File: src/rtl/decode_stage_controller.sv
// Global decode sequencer: loads syndrome contexts into PE memory, then
// restores each one and drives GROW/MERGE until no odd cluster remains.
module decode_stage_controller #(
    parameter int NUM_CONTEXTS    = 2,
    parameter int MERGE_QUIET     = 3,
    parameter int MEM_READ_CYCLES = 3,
    parameter int PEEL_CYCLES     = 2,
    parameter int MAX_ITER        = 63,
    parameter int STAGE_WIDTH     = 3,
    parameter logic [STAGE_WIDTH-1:0] STAGE_IDLE                  = 3'd0,
    parameter logic [STAGE_WIDTH-1:0] STAGE_MEASUREMENT_PREPARING = 3'd1,
    parameter logic [STAGE_WIDTH-1:0] STAGE_MEASUREMENT_LOADING   = 3'd2,
    parameter logic [STAGE_WIDTH-1:0] STAGE_WRITE_TO_MEM          = 3'd3,
    parameter logic [STAGE_WIDTH-1:0] STAGE_READ_FROM_MEM         = 3'd4,
    parameter logic [STAGE_WIDTH-1:0] STAGE_GROW                  = 3'd5,
    parameter logic [STAGE_WIDTH-1:0] STAGE_MERGE                 = 3'd6,
    parameter logic [STAGE_WIDTH-1:0] STAGE_PEELING               = 3'd7
) (
    input  logic                   clk,
    input  logic                   reset,
    input  logic                   start_valid,
    output logic                   start_ready,
    output logic                   meas_load_ready,
    input  logic                   busy_any,
    input  logic                   odd_any,
    output logic [STAGE_WIDTH-1:0] global_stage,
    output logic [3:0]             context_id,
    output logic [5:0]             iter_count,
    output logic                   result_valid,
    input  logic                   result_ready,
    output logic                   overflow_err
);

    localparam int CNT_A   = (MEM_READ_CYCLES > PEEL_CYCLES) ? MEM_READ_CYCLES : PEEL_CYCLES;
    localparam int CNT_LIM = (CNT_A > 2) ? CNT_A : 2;
    localparam int CNT_W   = $clog2(CNT_LIM + 1);
    localparam int QW      = $clog2(MERGE_QUIET + 1);

    typedef enum logic [3:0] {
        S_IDLE, S_PREP, S_LOAD, S_SAVE_L, S_RESTORE,
        S_GROW, S_MERGE, S_PEEL, S_RESULT, S_SAVE_D
    } state_t;

    state_t                 r_state, w_next;
    logic [CNT_W-1:0]       r_cnt, w_cnt_next;
    logic [QW-1:0]          r_quiet, w_quiet_next, w_quiet_inc;
    logic [3:0]             r_ctx, w_ctx_next;
    logic [5:0]             r_iter, w_iter_next;
    logic                   r_ovf, w_ovf_next;
    logic                   r_start_ready, r_load_ready, r_result_valid;
    logic [STAGE_WIDTH-1:0] r_stage, w_stage;
    logic                   w_last_ctx;

    assign w_last_ctx  = (r_ctx >= 4'(NUM_CONTEXTS - 1));
    assign w_quiet_inc = busy_any ? '0 : r_quiet + QW'(1);

    always_comb begin
        w_next       = r_state;
        w_cnt_next   = r_cnt;
        w_quiet_next = r_quiet;
        w_ctx_next   = r_ctx;
        w_iter_next  = r_iter;
        w_ovf_next   = r_ovf;
        unique case (r_state)
            S_IDLE: begin
                if (start_valid && r_start_ready) begin
                    w_next     = S_PREP;
                    w_ctx_next = '0;
                    w_ovf_next = 1'b0;
                end
            end
            S_PREP: w_next = S_LOAD;
            S_LOAD: w_next = S_SAVE_L;
            S_SAVE_L, S_SAVE_D: begin
                if (!w_last_ctx) begin
                    w_ctx_next = r_ctx + 4'd1;
                    w_next     = (r_state == S_SAVE_L) ? S_LOAD : S_RESTORE;
                end else begin
                    w_ctx_next = '0;
                    w_next     = (r_state == S_SAVE_L) ? S_RESTORE : S_IDLE;
                end
                w_cnt_next  = '0;
                w_iter_next = '0;
            end
            S_RESTORE: begin
                if (r_cnt == CNT_W'(MEM_READ_CYCLES - 1)) begin
                    w_next     = S_GROW;
                    w_cnt_next = '0;
                end else begin
                    w_cnt_next = r_cnt + CNT_W'(1);
                end
            end
            S_GROW: begin
                w_next       = S_MERGE;
                w_cnt_next   = '0;
                w_quiet_next = '0;
                if (r_iter != 6'(MAX_ITER))
                    w_iter_next = r_iter + 6'd1;
            end
            S_MERGE: begin
                // busy_any lags the stage change through the PE pipeline
                if (r_cnt < CNT_W'(2)) begin
                    w_cnt_next = r_cnt + CNT_W'(1);
                end else begin
                    w_quiet_next = w_quiet_inc;
                    if (w_quiet_inc == QW'(MERGE_QUIET)) begin
                        w_cnt_next = '0;
                        if (!odd_any) begin
                            w_next = S_PEEL;
                        end else if (r_iter < 6'(MAX_ITER)) begin
                            w_next = S_GROW;
                        end else begin
                            w_ovf_next = 1'b1;
                            w_next     = S_PEEL;
                        end
                    end
                end
            end
            S_PEEL: begin
                if (r_cnt == CNT_W'(PEEL_CYCLES - 1)) begin
                    w_next     = S_RESULT;
                    w_cnt_next = '0;
                end else begin
                    w_cnt_next = r_cnt + CNT_W'(1);
                end
            end
            S_RESULT: begin
                if (r_result_valid && result_ready)
                    w_next = S_SAVE_D;
            end
            default: w_next = S_IDLE;
        endcase
    end

    always_comb begin
        w_stage = STAGE_IDLE;
        unique case (w_next)
            S_IDLE:              w_stage = STAGE_IDLE;
            S_PREP:              w_stage = STAGE_MEASUREMENT_PREPARING;
            S_LOAD:              w_stage = STAGE_MEASUREMENT_LOADING;
            S_SAVE_L, S_SAVE_D:  w_stage = STAGE_WRITE_TO_MEM;
            S_RESTORE:           w_stage = STAGE_READ_FROM_MEM;
            S_GROW:              w_stage = STAGE_GROW;
            S_MERGE:             w_stage = STAGE_MERGE;
            S_PEEL, S_RESULT:    w_stage = STAGE_PEELING;
            default:             w_stage = STAGE_IDLE;
        endcase
    end

    always_ff @(posedge clk) begin
        if (!reset) begin
            r_state        <= S_IDLE;
            r_cnt          <= '0;
            r_quiet        <= '0;
            r_ctx          <= '0;
            r_iter         <= '0;
            r_ovf          <= 1'b0;
            r_stage        <= STAGE_IDLE;
            r_start_ready  <= 1'b1;
            r_load_ready   <= 1'b0;
            r_result_valid <= 1'b0;
        end else begin
            r_state        <= w_next;
            r_cnt          <= w_cnt_next;
            r_quiet        <= w_quiet_next;
            r_ctx          <= w_ctx_next;
            r_iter         <= w_iter_next;
            r_ovf          <= w_ovf_next;
            r_stage        <= w_stage;
            r_start_ready  <= (w_next == S_IDLE);
            r_load_ready   <= (w_next == S_LOAD);
            r_result_valid <= (w_next == S_RESULT);
        end
    end

    assign global_stage    = r_stage;
    assign start_ready     = r_start_ready;
    assign meas_load_ready = r_load_ready;
    assign result_valid    = r_result_valid;
    assign context_id      = r_ctx;
    assign iter_count      = r_iter;
    assign overflow_err    = r_ovf;

endmodule

File: config.mk
export PLATFORM = sky130hd
export DESIGN_NAME = decode_stage_controller
export DESIGN_NICKNAME = d
export VERILOG_FILES = /design/src/rtl/decode_stage_controller.sv
export SDC_FILE = /design/constraint.sdc
export NUM_CORES = 1
export LEC_CHECK = 0
export BUFFER_PORTS_ARGS = -buffer_cell sky130_fd_sc_hd__buf_2
export CAP_MARGIN = 20
export CORE_MARGIN = 2
export CORE_UTILIZATION = 54
export DETAILED_ROUTE_END_ITERATION = 7
export GPL_TIMING_DRIVEN = 0
export PLACE_DENSITY_LB_ADDON = 0.15
export SLEW_MARGIN = 25
export SYNTH_ARGS = -nofsm -noshare
export SYNTH_HDL_FRONTEND = slang
export SYNTH_SLANG_ARGS = --single-unit
export TNS_END_PERCENT = 5
File: constraint.sdc
create_clock -name clk -period 3 [get_ports clk]
set_input_delay 0.3 -clock clk [delete_from_list [all_inputs] [get_ports clk]]
set_output_delay 0.3 -clock clk [all_outputs]
set_load 0.005 [all_outputs]
# Word-level counts from Yosys, hierarchy flattened
# Memories as Yosys holds them, arrays and structs flattened. A register that Yosys moved wholly into a read port is not among the register bits.
# Index checks and enable logic that the tools add are counted.
# totals
latchBits,0
wordCells,87
out_inout_bits,17
memories,1
ramBits,0
romBits,48
reg_bits,22
# mem_list
name,words,width,read_ports,rd_clocked_by_memory_dff,write_ports,line_no,text
(no name shown),16,3,1,1,0,137,unique case (w_next)
# classes
order_cmp,3
n_reduce_logical,17
bitwise_logic,0
addsub,4
muxes,31
shift,0
n_div,0
n_mul,0
eq_ne,22
# ops
op,count
4-bit one-hot mux with 9 select lines,1
4-bit two-way mux,8
4-bit by 3-bit == test with 1-bit output (second input constant),4
2-bit two-way mux,8
4-bit by 2-bit == test with 1-bit output (second input constant),3
4-bit == test (second input constant),3
2-bit inequality test (second input constant),6
6-bit one-hot mux with 2 select lines,1
3-bit two-way mux,3
4-bit logical NOT,2
2-bit one-hot mux with 4 select lines,1
4-bit one-hot mux with 2 select lines,1
2-bit AND reduction,4
2-bit nonzero test,4
6-bit by 1-bit adder with 6-bit output (second input constant),1
6-bit less-than comparator (second input constant),1
6-bit two-way mux,1
6-bit inequality test (second input constant),1
6-bit AND reduction,1
1-bit two-way mux,5
2-bit by 1-bit adder with 2-bit output (second input constant),2
4-bit by 1-bit adder with 4-bit output (second input constant),1
2-bit == test (second input constant),2
4-bit by 1-bit == test with 1-bit output (second input constant),1
11 further kinds,12

# Depth between registers and ports, before layout
# Gate-level depths: netlist of run 1.
# depth
depth_word,7
ltp_mapped,9
depth_no_buf,8

# Least setup slack after synthesis of run 1
# OpenSTA, ideal clock, no wires.
# synth_path
path_type,register to register
start,register r_ctx[1] (netlist: context_id[1])
end,register r_load_ready (netlist: meas_load_ready)
stages_incl_launch_ff,9
synth_period_minus_slack_ns,1.674
arrival_time_ns,1.614
setup_time_ns,0.060
slack_ns,1.326
path_cell_list,dfxtp_1 > inv_1 > ha_1 > nor4b_1 > ha_1 > nor2_1 > o21a_1 > a21oi_2 > and3b_1
# synth_via
elab_chain_cells,4
# synth_rtl
item,line_no,text
start: declaration,47,"logic [3:0] r_ctx, w_ctx_next;"
start signal: assignment,166,r_ctx <= w_ctx_next;
4-bit by 1-bit >= comparator with 1-bit output,54,assign w_last_ctx = (r_ctx >= 4'(NUM_CONTEXTS - 1));
3-bit two-way mux,75,if (!w_last_ctx) begin
4-bit one-hot mux with 9 select lines,64,unique case (r_state)
4-bit by 2-bit == test with 1-bit output,171,r_load_ready <= (w_next == S_LOAD);
end signal: assignment,171,
end: declaration,50,"logic r_start_ready, r_load_ready, r_result_valid;"
# No other way between the ends.
# A chain may end at the register's enable or synchronous reset.

# Final worst setup path of run 1
# Same ends and word-level chain as after synthesis.

==> results of run 1 <==
sequential cells by signal (all words and copies together), names as in the netlist:
signal           cells
start_ready          1
meas_load_ready      1
context_id           4
r_cnt                2
r_state              4
r_quiet              2
iter_count           6
overflow_err         1
global_stage         3
result_valid         1
report_power, final:
group | internal [uW] | total (uW) | switching (uW)
sequential | 369 | 388 | 18.8
combinational | 128 | 315 | 187
clock | 49.9 | 149 | 99.2
total | 547 | 852 | 305
final timing paths:
check | endpoint | slack, ns | depth (start not counted) | start
max | meas_load_ready | 0.98 | 8 | context_id[1]
min | r_quiet[1] | 0.34 | 4 | busy_any
min reg2reg | context_id[3] | 0.51 | 1 | context_id[3]
max reg2reg | meas_load_ready | 0.98 | 8 | context_id[1]
through the flow:
| stage | std cells | hold slack, ns | util |
|---|---|---|---|
| 2_1_floorplan | 157 | 0.457 | - |
| 3_3_place_gp | 208 | 0.468 | 0.622 |
| 3_5_place_dp | 208 | 0.491 | 0.622 |
| 4_1_cts | 212 | 0.335 | 0.633 |
| 5_1_grt | 212 | 0.335 | 0.633 |
| 6_report | 212 | 0.338 | 0.633 |
critical path, stage by stage, from the launching register on:
cell and delay [ns]:
dfxtp_1 0.39, inv_1 0.08, ha_1 0.18, nor4b_1 0.44
ha_1 0.23, nor2_1 0.05, o21a_1 0.15, a21oi_2 0.27
and3b_1 0.20
Yosys cell counts, types with 3 or more instances:
| cell | n | area [um^2] |
|---|---|---|
| xnor2_1 | 3 | 26.3 |
| nor3_1 | 5 | 25.0 |
| nand3_1 | 8 | 40.0 |
| o21ai_1 | 4 | 20.0 |
| a21oi_1 | 3 | 15.0 |
| buf_2 | 5 | 25.0 |
| inv_1 | 7 | 26.3 |
| nor2_1 | 20 | 75.1 |
| a22oi_1 | 4 | 30.0 |
| nand2_1 | 7 | 26.3 |
| and3_1 | 4 | 25.0 |
| and2_1 | 4 | 25.0 |
| dfxtp_1 | 25 | 500 |
| nand2b_1 | 3 | 18.8 |
| ha_1 | 5 | 62.6 |
per-layer routing:
layer | wire [um] | GRT usage | up-vias
li1 | - | - | 612
met1 | 1450 | 0.302 | 576
met2 | 1400 | 0.378 | 22
met3 | 116 | 0.0355 | 4
met4 | 28 | 0.0583 | 0
met5 | 0 | 0 | -
cell families after synthesis:
| logic type | after synthesis | share of synthesized area |
|---|---|---|
| buf+inv | 16 | 0.0511 |
| simple gates | 66 | 0.267 |
| compound gates | 38 | 0.225 |
| fa+ha+maj | 5 | 0.0457 |
| mux | 2 | 0.0146 |
| xor+xnor | 5 | 0.0320 |
| flops | 25 | 0.365 |
area by class of cell:
class,instances,area share
plain buffers,8,0.0260
clock buffers,3,0.0146
clock inverters,1,0.00325
inverters,8,0.0195
multi-input cells,116,0.519
flip-flops and latches,25,0.325
well taps,30,0.0244
repair buffers,21,0.0682
==> out/qor.csv, run 1 <==
metric,value,unit
Worst Setup Start Kind,register,
Total Wirelength,2990,um
vias in the first global route,1083,
ANT nets after route,0,
Pwr Total,852,uW
"most common cell after layout, fill and taps aside",buf_2,
Total Routing Usage GR,0.226,
WP data required,3.28,ns
Critical Path End Type,register,
Die Ht,54.4,um
status,"finished, final reports clean",
die area,0.00296,mm^2
Setup WS pre-CTS,0.967,ns
Mapped Nets,168,
"commonest cells after routing, fill and taps aside","buf_2, dfxtp_1, nor2_1",
Synth cell types,53,
Yosys warning total,0,
P per Cell Area,553,mW/mm^2
Worst-path clk slew,0.14,ns
largest buffer count on any clock path,2,
Hold Crit Class,primary input to register,
CTS Buf Count,3,
slew at the pin closest to its max-slew limit,0.489,ns
Finish-stage setup viols,0,
Post-synth EDFFs,0,
fraction of layout cells with a size suffix above 1,0.236,
Post-CTS Setup Inserts,0,
"Hold Violations, Final",0,
sum of negative setup slack,0,ns
async set or reset register ratio after synthesis,0,
Max VDD drop,424,uV
nets,194,
DR DRC count,0,
Clock Skew,0.00575,ns
Root Driver,clkbuf_4,
"Design Area, Final",0.00154,mm^2
max cap viols,0,
Syn Std Cell Area,0.00137,mm^2
DP Area,0.00151,mm^2
first-pass GRT wire length,4830,um
cts hold-fix bufs,0,
grt total ovfl,0,
Yosys reg bits,25,
1st-iter DRT viols,17,
clk sinks,25,
Port Buffers,21,
Cells after Synth,157,
Slew Limit Headroom,0.669,
Die Wd,54.4,um
Vias,1214,
Layout area overhead,12.4,%
post-detail-place hpwl,2240,um
largest net degree at the start of global routing,15,
vias per std cell,5.73,
Critical Path Fanout Max,6,
top_reg_cell synth,dfxtp_1,
CTS tree,done,
clk_lat worst skew,0.32,ns
critical path data arrival time,2.30,ns
pins over their slew limit,0,
H-tree Lvls,1,
DR pass1 iterations,4,
register area,500,um^2
final worst slack,0.980,ns
Crit Path Class,register to register,
min cycle time layout,2.02,ns
Top Ports,23,
initial antenna violation count,0,
register area share after synthesis,0.365,
RSZ-0062 raised after global routing,false,
Core ar.,0.00243,mm^2
routed len/inst,14.1,um
cts repair resizes,0,
Placer Congestion,0.889,
Fillers,225,
# diodes,0,
period utilisation layout,0.673,
Initial Utilization,0.563,
static leakage,0.000690,uW
row count,18,
Fmax,0.495,GHz
mean post-synth cell area,8.73,um^2
area occupied by multi-input gates,800,um^2
Note: power is estimated with default switching activity, not from simulation.
==> inputs of run 2 (changes only) <==
- clock period: 3 -> 1.9 ns (I/O delays scaled with it)
==> out/qor.csv, run 2 (synthesis gave the netlist of run 1 again) <==
metric,value,unit,change
hold slack,0.229,ns,was 0.338 ns
busiest grt layer,met2,,unchanged
vias per std cell,5.83,,was 5.73
FF-to-FF Start,r_state[1],,was context_id[1]
met1 Usage GRT,0.306,,was 0.302
DR DRC count,0,,unchanged
vias in the first global route,1088,,"was 1,083"
largest net degree at the start of global routing,15,,unchanged
Die Wd,54.4,um,unchanged
CTS Buf Count,3,,unchanged
initial antenna violation count,0,,unchanged
fraction of layout cells with a size suffix above 1,0.258,,was 0.236
Sequential Power Share,0.445,,was 0.455
Total Wirelength,3060,um,was 2990 um
1st-iter DRT viols,14,,was 17
"Hold Violations, Final",0,,unchanged
Finish-stage setup viols,0,,unchanged
path depth of the worst reg2reg path,8,,unchanged
H-tree Lvls,1,,unchanged
Vias,1235,,"was 1,214"
row count,18,,unchanged
slew at the pin closest to its max-slew limit,0.497,ns,was 0.489 ns
critical path data arrival time,2.01,ns,was 2.30 ns
Die Ht,54.4,um,unchanged
grt total ovfl,0,,unchanged
Crit Path Class,register to register,,unchanged
post-detail-place hpwl,2240,um,unchanged
GR Layer Usage met2,0.382,,was 0.378
CTS tree,done,,unchanged
first-pass GRT wire length,4890,um,was 4830 um
Post-CTS Setup Inserts,0,,unchanged
Critical Path End Type,register,,unchanged
Slew Limit Headroom,0.669,,about the same
clock network power share,0.172,,was 0.175
clk_lat worst skew,0.32,ns,about the same
die area,0.00296,mm^2,unchanged
worst r2r dst,global_stage[1],,was meas_load_ready
Port Buffers,21,,unchanged
Critical Path Fanout Max,10,,was 6
largest buffer count on any clock path,2,,unchanged
hold_sp,busy_any,,unchanged
met3 GRT Util,0.0383,,was 0.0355
R2R Setup Slk,0.11,ns,was 0.98 ns
DR pass1 iterations,4,,unchanged
Layout area overhead,15.0,%,was 12.4%
WHS Path Cells,4,,unchanged
Total Routing Usage GR,0.228,,was 0.226
register area,500,um^2,unchanged
clk sinks,25,,unchanged
min cycle time layout,1.79,ns,was 2.02 ns
Clock Skew,0.00635,ns,was 0.00575 ns
Root Driver,clkbuf_4,,unchanged
P_int,886,uW,was 547 uW
static leakage,0.000710,uW,was 0.000690 uW
Switching Fraction,0.356,,was 0.358
max reg flops,6,,unchanged
Fmax,0.559,GHz,was 0.495 GHz
Hold Crit Class,primary input to register,,unchanged
period utilisation layout,0.941,,was 0.673
max cap viols,0,,unchanged
Pwr Total,1380,uW,was 852 uW
Core ar.,0.00243,mm^2,unchanged
status,"finished, final reports clean",,unchanged
P per Cell Area,873,mW/mm^2,was 553 mW/mm^2
Initial Utilization,0.563,,unchanged
WHS Endpoint,r_quiet[1],,unchanged
Max VDD drop,677,uV,was 424 uV
RSZ-0062 raised after global routing,false,,unchanged
WP data required,2.12,ns,was 3.28 ns
"commonest cells after routing, fill and taps aside","buf_2, dfxtp_1, nor2_1",,unchanged
ANT nets after route,0,,unchanged
routed len/inst,14.4,um,was 14.1 um
pins over their slew limit,0,,unchanged
Worst-path clk slew,0.14,ns,about the same
Fillers,217,,was 225
cts hold-fix bufs,0,,unchanged
# diodes,0,,unchanged
sum of negative setup slack,0,ns,unchanged
NetSw,490,uW,was 305 uW
Worst Setup Start Kind,register,,unchanged
area occupied by multi-input gates,832,um^2,was 800 um^2
Top Ports,23,,unchanged
nets,194,,unchanged
Placer Congestion,0.889,,unchanged
"Core Util, Final",0.648,,was 0.633
Comb pwr share,0.383,,was 0.370
[run 2: final cells by class]
class,count,share of cell area
Timing Repair Buffer,21,0.0667
Buffer,8,0.0270
Multi-Input combinational cell,116,0.528
Inverter,8,0.0191
Tap cell,30,0.0238
Sequential cell,25,0.318
Clock inverter,1,0.00318
Clock buffer,3,0.0143
[run 2: what timing repair did]
action / 4_1_cts / 5_1_grt
endpoints found under the hold margin: 0 / 0
setup endpoints to repair: 8 / 7
resized for setup: 2 / 5
[run 2: worst max path at each step]
stage | slack (ns) | depth (start not counted) | end | start
floorplan | 0.23 | 8 | meas_load_ready | context_id[1]
global placement | -0.03 | 8 | global_stage[2] | context_id[1]
detailed placement | -0.13 | 8 | start_ready | context_id[1]
CTS | 0.03 | 6 | global_stage[2] | context_id[1]
global route | 0.005 | 8 | start_ready | context_id[0]
finish | 0.11 | 8 | global_stage[1] | r_state[1]
[run 2: through the flow]
stage | worst slack, ns | std cells | instance area (um^2)
final | 0.112 | 212 | 1580
after floorplan | 0.226 | 157 | 1370
after global placement | -0.0314 | 208 | 1510
after global routing | 0.00454 | 212 | 1580
after CTS | 0.0279 | 212 | 1550
after detailed placement | -0.133 | 208 | 1510
[run 2: worst max-delay path, cell delays in order, from the launching register on]
cell      delay, ns
dfxtp_1        0.46
buf_2          0.27
nand2_1        0.10
nor3_1         0.15
ha_1           0.17
nor2_1         0.05
o21a_2         0.15
nand2_1        0.06
a2bb2o_1       0.28
[run 2: power groups by stage]
| stage | Combinational, uW | Sequential [uW] | Clock (uW) |
|---|---|---|---|
| floorplan | 362 | 624 | 0 |
| global placement | 487 | 623 | 0 |
| detailed placement | 490 | 623 | 0 |
| CTS | 507 | 612 | 241 |
| global route | 589 | 621 | 259 |
| finish | 527 | 612 | 236 |
[run 2: per-layer routing]
layer  up-vias  share of wire
met5         -              0
met2        28           0.49
met3         4          0.043
met4         0         0.0069
li1        612              -
met1       591           0.46
==> inputs of run 3 (changes only) <==
- ABC_AREA: not set -> 1
- REMOVE_ABC_BUFFERS: not set -> 1
==> out/qor.csv, run 3 <==
metric,value,unit,change
status,"finished, final reports clean",,unchanged
Max VDD drop,645,uV,was 677 uV
max reg flops,6,,unchanged
vias per std cell,5.09,,was 5.83
Core ar.,0.00243,mm^2,unchanged
fraction of layout cells with a size suffix above 1,0.261,,was 0.258
critical path data arrival time,2.04,ns,was 2.01 ns
Fillers,217,,unchanged
largest buffer count on any clock path,2,,unchanged
"Design Area, Final",0.00158,mm^2,about the same
CTS tree,done,,unchanged
Slew Limit Headroom,0.679,,was 0.669
Worst Setup Start Kind,register,,unchanged
slew at the pin closest to its max-slew limit,0.476,ns,was 0.497 ns
Critical Path End Type,register,,unchanged
WP data required,2.18,ns,was 2.12 ns
clk sinks,25,,unchanged
cell taking the most area after synthesis,dfxtp_1,,unchanged
Clock Skew,0.00350,ns,was 0.00635 ns
grt total ovfl,0,,unchanged
Die Wd,54.2,um,was 54.4 um
min cycle time layout,1.76,ns,was 1.79 ns
async set or reset register ratio after synthesis,0,,unchanged
Total Wirelength,2890,um,was 3060 um
Inst Count DP,254,,was 208
post-synthesis adder-cell area fraction,0.0459,,was 0.0457
period utilisation layout,0.925,,was 0.941
top_reg_cell synth,dfxtp_1,,unchanged
Crit Path Class,register to register,,unchanged
register area,505,um^2,was 500 um^2
worst r2r dst,start_ready,,was global_stage[1]
# diodes,0,,unchanged
post-synthesis mux area share,0,,was 0.0146
Syn Std Cell Area,0.00136,mm^2,was 0.00137 mm^2
Synth area leaders,"dfxtp_1, nand2_1, nor2_1",,"was dfxtp_1, nor2_1, ha_1"
DR DRC count,0,,unchanged
Fmax,0.569,GHz,was 0.559 GHz
post-detail-place hpwl,2230,um,was 2240 um
die area,0.00294,mm^2,was 0.00296 mm^2
max cap viols,0,,unchanged
Die Ht,54.2,um,was 54.4 um
routed len/inst,11.1,um,was 14.4 um
"top cells by count, synth","nand2_1, dfxtp_1, nor2_1, inv_1, nand3_1",,"was dfxtp_1, nor2_1, nand3_1, inv_1, nand2_1"
top-count cell post-synth,nand2_1,,was dfxtp_1
Synth Area in Compound Gates,0.0973,,was 0.225
"Hold Violations, Final",0,,unchanged
Pwr Total,1420,uW,was 1380 uW
clk_lat worst skew,0.32,ns,about the same
FF-to-FF Start,context_id[0],,was r_state[1]
Synth cell types,27,,was 53
static leakage,0.000807,uW,was 0.000710 uW
Vias,1324,,"was 1,235"
R2R Setup Slk,0.14,ns,was 0.11 ns
area occupied by multi-input gates,754,um^2,was 832 um^2
Top Ports,23,,unchanged
Post-Synth XOR/XNOR Area,0.0129,,was 0.0320
Port Buffers,22,,was 21
pins over their slew limit,0,,unchanged
row count,18,,unchanged
Critical Path Fanout Max,5,,was 10
Yosys warning total,0,,unchanged
Initial Utilization,0.560,,was 0.563
Setup WS pre-CTS,-0.0752,ns,was -0.133 ns
Finish-stage setup viols,0,,unchanged
Worst-path clk slew,0.14,ns,about the same
Layout area overhead,16.0,%,was 15.0%
Synth top area share,0.367,,was 0.365
largest net degree at the start of global routing,16,,was 15
"most common cell after layout, fill and taps aside",nand2_1,,
1st-iter DRT viols,21,,was 14
Synth Area in Simple Gates,0.379,,was 0.267
vias in the first global route,1115,,"was 1,088"
ANT nets after route,0,,unchanged
largest family of logic cells by synthesized area,simple AND/OR/NAND/NOR gates,,unchanged
path depth of the worst reg2reg path,10,,was 8
Root Driver,clkbuf_4,,unchanged
P per Cell Area,897,mW/mm^2,was 873 mW/mm^2
first-pass GRT wire length,4510,um,was 4890 um
Cells after Synth,203,,was 157
final worst slack,0.142,ns,was 0.112 ns
DP Area,0.00151,mm^2,about the same
initial antenna violation count,0,,unchanged
H-tree Lvls,1,,unchanged
Total Routing Usage GR,0.209,,was 0.228
DR pass1 iterations,4,,unchanged
nets,242,,was 194
Post-synth EDFFs,0,,unchanged
Non-Filler Instances,260,,was 212
"commonest cells after routing, fill and taps aside","nand2_1, inv_1, nor2_1",,"was buf_2, dfxtp_1, nor2_1"
sum of negative setup slack,0,ns,unchanged
Worst setup endpoint,start_ready,,was global_stage[1]
CTS Buf Count,3,,unchanged
CP Launch Point,context_id[0],,was r_state[1]
register area share after synthesis,0.367,,was 0.365
Placer Congestion,0.908,,was 0.889
mean post-synth cell area,6.71,um^2,was 8.73 um^2
Hold Crit Class,primary input to register,,unchanged
Yosys reg bits,25,,unchanged
run 3: changes by cell type in the layout (fill, tap and decap cells not counted), moves of 6 or more:
cell     delta
inv_2       +7
nand3_1     +6
a21oi_1     +8
inv_1      +17
nand2_1    +39
nand2_2     +7
nor2_2      +6
nand4_1     +6
run 3: routing by layer:
metal | share of wire | track usage | vias to the layer above
li1 | - | - | 700
met1 | 0.49 | 0.264 | 598
met2 | 0.47 | 0.363 | 22
met3 | 0.029 | 0.0246 | 4
met4 | 0.011 | 0.0750 | 0
met5 | 0 | 0 | -
run 3: power by group:
| part | switching, uW | internal [uW] |
|---|---|---|
| Clock | 168 | 80.4 |
| Combinational | 324 | 183 |
| Sequential | 66.3 | 597 |
| Total | 557 | 860 |
run 3: area by class of cell:
type,count,share of cell area
timing repair buffer,24,0.0792
tap,30,0.0238
clock inverter,1,0.00475
inverter,34,0.0808
multi-input combinational,143,0.477
clock buffer,3,0.0143
sequential,25,0.320
run 3: cell families (layout without fill, tap and decap cells):
| kind of cell | after synthesis | after routing |
|---|---|---|
| xor gates and xnor gates | 2 | 2 |
| AOI/OAI and AO/OA | 24 | 24 |
| buffers and inverters | 35 | 62 |
| and+or+nand+nor | 112 | 112 |
| DFF | 25 | 25 |
| adders and majority gates | 5 | 5 |
run 3: worst min path at each step:
stage,slack (ns),depth (start not counted),startpoint,to
floorplan,0.26,1,reset,start_ready
global placement,0.45,2,context_id[3],context_id[3]
detailed placement,0.46,2,iter_count[4],iter_count[4]
CTS,0.14,2,reset,start_ready
global route,0.14,2,reset,start_ready
finish,0.15,2,reset,start_ready
run 3: critical path, cell delays in order, from the launching register on:
cell     delay [ns]
dfxtp_4        0.39
inv_1          0.07
ha_1           0.15
inv_1          0.06
nor4_4         0.29
ha_2           0.34
nand2_1        0.09
nand3_1        0.09
nor2_2         0.12
nand2_1        0.06
nand2_1        0.06
run 3: timing repair:
action	in CTS	in global routing
setup endpoints to repair	4	7
resized for setup	1	8
pin swaps	0	4
hold buffers	0	0
buffers inserted	0	2
run 3: per-stage QoR:
stage / hold WS (ns) / utilization
global placement: 0.445 / 0.619
global route: 0.145 / 0.650
finish: 0.149 / 0.650
detailed placement: 0.460 / 0.619
CTS: 0.142 / 0.634
floorplan: 0.259 / -
